===== config.mk =====
export PLATFORM = sky130hd
export DESIGN_NAME = stg3_accum
export DESIGN_NICKNAME = d
export VERILOG_FILES = /design/src/rtl/stg3_accum.sv
export SDC_FILE = /design/constraint.sdc
export NUM_CORES = 1
export LEC_CHECK = 0
export ABC_AREA = 1
export CAP_MARGIN = 40
export CELL_PAD_IN_SITES_DETAIL_PLACEMENT = 1
export CELL_PAD_IN_SITES_GLOBAL_PLACEMENT = 1
export CORE_MARGIN = 4
export CORE_UTILIZATION = 40
export CTS_BUF_LIST = sky130_fd_sc_hd__clkbuf_8 sky130_fd_sc_hd__clkbuf_16
export CTS_CLUSTER_SIZE = 24
export DETAILED_ROUTE_END_ITERATION = 12
export GPL_TIMING_DRIVEN = 0
export MAX_ROUTING_LAYER = met4
export PLACE_DENSITY_LB_ADDON = 0.1
export SETUP_SLACK_MARGIN = 0.4
export SLEW_MARGIN = 10
export SYNTH_ARGS = -nofsm -noshare
export SYNTH_HDL_FRONTEND = slang
export SYNTH_SLANG_ARGS = --single-unit

===== constraint.sdc =====
create_clock -name clk -period 9.2 [get_ports clk]
set_input_delay 0.92 -clock clk [delete_from_list [all_inputs] [get_ports clk]]
set_output_delay 0.92 -clock clk [all_outputs]
set_load 0.01 [all_outputs]

===== src/rtl/stg3_accum.sv =====
// stg3_accum: 4-phase handshake stage that sums 16 buffered 32-bit lanes modulo 2^32.
// Define STG3_DUAL_LANE_EN to add two lanes per edge (latency 8 instead of 16).
module stg3_accum (
  input  logic         clk,
  input  logic         reset,
  input  logic         Rin,
  output logic         Ain,
  input  logic [511:0] data_in,
  output logic         Rout,
  input  logic         Aout,
  output logic [31:0]  data_out
);
`ifdef STG3_DUAL_LANE_EN
  localparam int IW = 3;
`else
  localparam int IW = 4;
`endif
  typedef enum logic [1:0] {IDLE, ACC, OUT_REQ, OUT_REL} state_t;
  state_t state_q, state_d;
  logic rin_m_q, rin_s, aout_m_q, aout_s;
  logic ain_q, ain_d, rout_q, rout_d;
  logic [511:0] buf_q, buf_d;
  logic [31:0] acc_q, acc_d, dout_q, dout_d, sum;
  logic [IW-1:0] idx_q, idx_d;
  logic capture, done;

  assign capture  = state_q == IDLE && rin_s && !ain_q;
  assign done     = state_q == ACC && &idx_q;
  assign Ain      = ain_q;
  assign Rout     = rout_q;
  assign data_out = dout_q;

  always_comb begin
`ifdef STG3_DUAL_LANE_EN
    sum = acc_q + buf_q[{idx_q, 6'd0} +: 32] + buf_q[{idx_q, 6'd32} +: 32];
`else
    sum = acc_q + buf_q[{idx_q, 5'd0} +: 32];
`endif
  end

  always_ff @(posedge clk or negedge reset)
    if (!reset) state_q <= IDLE;
    else        state_q <= state_d;

  always_comb begin
    state_d = state_q == IDLE    ? (capture ? ACC : IDLE) :
              state_q == ACC     ? (done ? OUT_REQ : ACC) :
              state_q == OUT_REQ ? (aout_s ? OUT_REL : OUT_REQ) :
                                   (aout_s ? OUT_REL : IDLE);
  end

  // Ain drops on any edge that sees the request released, independent of state
  always_comb begin
    ain_d  = ain_q ? rin_s : capture;
    rout_d = done || (state_q == OUT_REQ && !aout_s);
    dout_d = done ? sum : dout_q;
    buf_d  = capture ? data_in : buf_q;
    acc_d  = capture ? '0 : state_q == ACC ? sum : acc_q;
    idx_d  = capture ? '0 : state_q == ACC ? idx_q + 1'b1 : idx_q;
  end

  always_ff @(posedge clk or negedge reset)
    if (!reset) begin
      rin_m_q  <= 1'b0;
      rin_s    <= 1'b0;
      aout_m_q <= 1'b0;
      aout_s   <= 1'b0;
      ain_q    <= 1'b0;
      rout_q   <= 1'b0;
      dout_q   <= '0;
      buf_q    <= '0;
      acc_q    <= '0;
      idx_q    <= '0;
    end else begin
      rin_m_q  <= Rin;
      rin_s    <= rin_m_q;
      aout_m_q <= Aout;
      aout_s   <= aout_m_q;
      ain_q    <= ain_d;
      rout_q   <= rout_d;
      dout_q   <= dout_d;
      buf_q    <= buf_d;
      acc_q    <= acc_d;
      idx_q    <= idx_d;
    end
endmodule

; Yosys cells after proc, flatten, opt, wreduce, memory -nomap -nowiden
; Index checks and enable logic that the tools add are counted.
[totals]
ff_bits = 588
[classes]
addsub = 2
eq_ne = 2
shift = 1
mux = 12
reduce_logical = 10
[op_table]
columns = op, count
row1 = $shiftx 512x10->32, 1
row2 = $mux 32, 2
row3 = $add 32x32->32, 1
row4 = $mux 2, 5
row5 = $mux 4, 2
row6 = $add 4x1->4 const B, 1
row7 = $logic_and 1x1->1, 4
row8 = $reduce_and 4->1, 1
row9 = $mux 1, 3
row10 = $eq 2x1->1 const B, 1
row11 = $eq 2x2->1 const B, 1
row12 = $logic_not 1->1, 2
row13 = $logic_not 2->1, 1
row14 = $reduce_bool 2->1, 1
row15 = $logic_or 1x1->1, 1

; Depth between registers and ports, before layout
[depth]
depth_word = 5
mapped_depth = 23

; Least setup slack after synthesis
; No wires, ideal clock.
[synth_timing]
path_type = reg2reg
start = register idx_q[0]
end = register acc_q[28]
setup_time_ns = 0.118
arrival_ns = 2.931
required_ns = 9.082
path_slack_ns = 6.151
stages_incl_launch_ff = 23
synth_period_minus_slack_ns = 3.049
cell_sequence = dfrtp_1 -> buf_6 -> inv_4 -> buf_8 -> buf_8 -> buf_4 -> nand2_1 -> a221oi_1 -> o21ai_0 -> nand2_1 -> ha_1 -> inv_1 -> fa_1 -> inv_1 -> nand2_1 -> o21ai_0 -> nand3_1 -> nand3_1 -> nand2_1 -> nand2_1 -> nand2_1 -> nand3_1 -> nand2_1
[synth_via]
elab_chain_len = 4
[synth_lines]
columns = element, line
row1 = "start, declared", 24  ; logic [IW-1:0] idx_q, idx_d;
row2 = "start signal, assigned", 84  ; idx_q <= idx_d;
row3 = $shiftx 512x10->32, 37  ; sum = acc_q + buf_q[{idx_q, 5'd0} +: 32];
row4 = $add 32x32->32, 37
row5 = $mux 32 (2 in a row), 58  ; acc_d = capture ? '0 : state_q == ACC ? sum : acc_q;
row6 = "end signal, assigned", 72  ; acc_q <= '0;
row7 = "end signal, assigned", 83  ; acc_q <= acc_d;
row8 = "end, declared", 23  ; logic [31:0] acc_q, acc_d, dout_q, dout_d, sum;
; Every way passes these cells. The select of a mux whose other input is x is not followed.
; A chain may end at the register's enable or synchronous reset.

; Final worst setup path
[layout_timing]
start = register idx_q[2]
end = register acc_q[28]
; The elaborated chain is that of the path after synthesis.

==> impl.org <==
** Run status
- The run finished with clean final reports.

** Placement
- HPWL Detailed :: between 100 and 150 mm
- The congestion estimate from routability-driven global placement came to 0.945.
- Count of buffers from port buffering :: between 500 and 600
- Once placement finished, the instance area stood at 35,300 µm².

** Global routing
- Number of global-route vias before repair :: around 31,000
- Pin count of the biggest net entering global routing :: between 100 and 150
- Global router's overall resource usage :: about 37%
- Initial antenna violation count :: 10
- Total overflow reported by the global router :: 0
- First-pass GRT wire length :: roughly 200 mm

** Routing
- In this run the remaining antenna-violating nets after routing total 0.
- The routed design has 138 mm of wire.
- For this run, the detailed router's first-pass iteration total came to 5.
- Routed len/inst :: 25.5 µm
- Starting DRT DRC Count :: approximately 2,800
- After detailed routing, the number of remaining DRC violations is 0.
- Total number of vias :: slightly below 30,000
- After detailed routing, the number of vias per cell comes to about 5.5.

** Layout
- The finished cells cover roughly 38,000 µm².
- Most common cell after layout, fill and taps aside :: nand2_1
- The net count of the finished layout is 4,952.
- Leading cell types in the layout, fill and taps excluded :: nand2_1, dfrtp_1, clkdlybuf4s50_1
- Final core utilization :: 53.4%
- Count of filler cells inserted in the layout :: 8,679
- From synthesis to final layout, the design area changed by 32.0%.
- Fraction of final layout cells with drive strength greater than 1 :: 5.86%

** Die
- Vertical extent of the die :: between 200 and 300 µm
- The die covers 75,400 µm².
- The core region is 70,300 µm².
- Number of primary I/O pins :: 550
- Die X-Extent :: about 270 µm
- In this run the core area contains 97 standard-cell rows.
- For this configuration, the core starts out at a cell density of around 40%.

** Clock network
- TritonCTS built the clock tree.
- The later pin in the worst-skew pair is clocked with a latency of around 630 ps.
- After clock tree synthesis, the setup repair step added 0 buffers.
- Counting every sink on the clock net gives between 500 and 600.
- Once the clock tree was built, the resizer swapped 0 gates to a different size.
- CTS placed an instance of clkbuf_16 at the clock tree root.
- Clock tree synthesis inserted a total of between 60 and 70 buffers.
- After clock tree synthesis, the clock-pin slew on the worst setup and hold paths is 60 ps.
- H-Tree Level Count :: 3
- Maximum number of buffers from clock root to sink :: 3
- For this design, the CTS-stage hold fixing added 0 buffers.

** Critical path
- Counting both buffers and inverters, the worst setup path holds a total of 4.
- Crit path top cell by count :: nand2_1
- Data on the critical path is required at its endpoint by around 9700 ps.
- Signal arrival time at the worst endpoint :: 5360 ps
- On the critical path the largest part of the delay comes from compound AO/OA/AOI/OAI gates.
- Critical Path Slowest Stage Cell :: clkbuf_1
- Along the worst path, the maximum fanout reaches 10.
- Cell Chain, Critical Path :: inv_2 -> clkbuf_1 -> clkbuf_1 -> o221ai_1 -> nand4_1 -> nand2_1 -> ha_1 -> nand2_1 -> inv_1 -> a21oi_1 -> o21ai_0 -> a21oi_1 -> nand3_1 -> nand3_1 -> nand2_1
- Setup CP Type :: flop to flop
- CP startpoint kind :: flop
- CP peak stage delay :: roughly 650 ps
- The worst setup path is captured at a flop.

** STA
- The final count of hold timing violations was 0.
- Final-report setup violation count :: 0
- Unrepaired setup endpoints after global routing :: no
- In the final timing run, aggregate negative setup slack is 0 ps.
- For the pin with the worst max-slew slack, the measured transition is 987 ps.
- The clock period could shrink to a little under 5000 ps.
- Maximum achievable frequency :: between 200 and 250 MHz
- Normalized max-slew margin :: between 30% and 40%
- Final Max Slew Viols :: 0
- Final setup skew :: roughly 27 ps
- Portion of the clock cycle consumed by the worst path in the final layout :: 52.8%

** Power and ir drop
- Across the VDD grid, the largest voltage drop is about 210 µV.
- Power spread over the standard cell area amounts to around 430 nW/µm².
- In this run the static leakage power is between 15 and 20 nW.

** Yosys
- Dominant combinational cell family by area after synthesis :: simple AND/OR/NAND/NOR gates
- Arithmetic-cell share of the synthesized area counting full adders, half adders and majority gates :: ~1.5%
- After technology mapping, the gate count stands at 3,778.
- Synthesis inferred between 500 and 600 register bits.
- The top cell type by area accounts for approximately half of the synthesized area.
- Multiplexer share of the synthesized area :: 0%
- Summing the areas of all compound-gate instances in the mapped netlist gives 8.58% of the synthesized area.
- Fraction of the yosys area taken by sequential cells :: between 50% and 60%
- Yosys printed 0 warnings.
- The synthesized netlist contains 37 unique library cells.
- After synthesis the cells add up to ~28,000 µm².
- Synthesized netlist net count :: 4,327
- Sorting the synthesized cells by area gives the leading types as dfrtp_1, nand2_1, o21ai_0.
- XOR/XNOR share of the synthesized area :: less than 1%
- Of the total synthesized cell area, the portion taken by AND, OR, NAND and NOR gates is between 30% and 40%.
- Largest area contributor in the synthesized netlist :: dfrtp_1
- Post-synthesis average cell area :: about 7.5 µm²

** Flow run
- Max-cap violations :: 0

** Hold path
- Class of the tightest hold or removal check :: input pin to async pin
==> kinds of logic after synthesis <==
logic type,after synthesis
and+or+nand+nor,2387
xor gates and xnor gates,12
buffers and inverters,338
DFF,588
adders and majority gates,33
AOI/OAI and AO/OA,420
==> per-stage QoR <==
| step | hold slack, ps | power, W | setup WS (ps) | std cells |
|---|---|---|---|---|
| after detailed placement | 342 | 0.0132 | 4430 | 5273 |
| after floorplan | 331 | 0.00951 | 6150 | 3778 |
| after CTS | 316 | 0.0160 | 4410 | 5393 |
| final | 286 | 0.0161 | 4350 | 5401 |
| after global placement | 334 | 0.0129 | -20250 | 5267 |
| after global routing | 352 | 0.0172 | 4120 | 5401 |
==> power breakdown <==
part / switching [W] / internal, W / total (W)
Combinational: 0.00610 / 0.00264 / 0.00875
Sequential: 0.000749 / 0.00386 / 0.00461
Clock: 0.00118 / 0.00161 / 0.00279
==> cell type report <==
class / instances / area [µm²] / share of cell area (%)
well taps: 940 / 1180 / 3.14
plain buffers: 223 / 1090 / 2.92
inverters: 115 / 434 / 1.16
multi-input cells: 2852 / 12200 / 32.5
diodes: 8 / 20.0 / 0.0534
clock buffers: 87 / 1990 / 5.29
flip-flops and latches: 588 / 14700 / 39.2
clock inverters: 33 / 255 / 0.680
repair buffers: 555 / 5650 / 15.1
==> worst reg2reg max path: stages (launching register included) <==
cell and delay [ps]:
dfrtp_1 400, inv_2 100, clkbuf_1 660, clkbuf_1 650
o221ai_1 630, nand4_1 400, nand2_1 160, ha_1 370
nand2_1 110, inv_1 60, a21oi_1 330, o21ai_0 210
a21oi_1 340, nand3_1 160, nand3_1 120, nand2_1 60
==> worst paths after layout <==
| kind | slack [ps] | cells after the start | startpoint | end |
|---|---|---|---|---|
| setup / recovery | 4350 | 15 | idx_q[2] | acc_q[28] |
| hold / removal | 290 | 1 | reset | data_out[18] |
| setup reg to reg | 4350 | 15 | idx_q[2] | acc_q[28] |
| hold reg to reg | 360 | 0 | rin_m_q | rin_s |
| max in group asynchronous | 6940 | 4 | reset | buf_q[265] |
| min in group clk | 360 | 0 | rin_m_q | rin_s |
==> cell usage after synthesis <==
cell type and count:
xnor2_1 5, buf_8 2, a21oi_1 102, nor2_1 174, nor3b_1 1, o21bai_1 5, fa_1 1, nor3_2 1
buf_2 107, a31oi_1 1, nand4_1 19, nor4_1 1, o22ai_1 37, o221a_2 9, xor2_1 7, dfrtp_1 588
a22o_1 2, inv_4 1, a221oi_1 34, nor3_1 4, o221ai_1 17, o21ai_1 48, buf_6 6, ha_1 32
buf_4 15, nand3b_1 4, nand3_1 131, clkbuf_1 88, nor2_2 3, o211ai_1 1, inv_2 7, inv_1 107
buf_1 5, a221oi_2 2, nand2_1 2047, and2_1 2, o21ai_0 162
==> per-layer routing <==
metal  vias up  GRT usage [%]  routed length [µm]
li1      13200              -                   -
met1     14800           46.3               55100
met2      1228           58.4               64900
met3       331           6.38               10300
met4         0           16.9                7360
met5         -              -                   0
==> sequential cells by signal, indices dropped and copies added (netlist names) <==
register / flops
Ain: 1
Rout: 1
buf_q: 512
rin_s: 1
aout_m_q: 1
acc_q: 32
data_out: 32
rin_m_q: 1
aout_s: 1
state_q: 2
idx_q: 4
(Power assumes the default switching activity.)
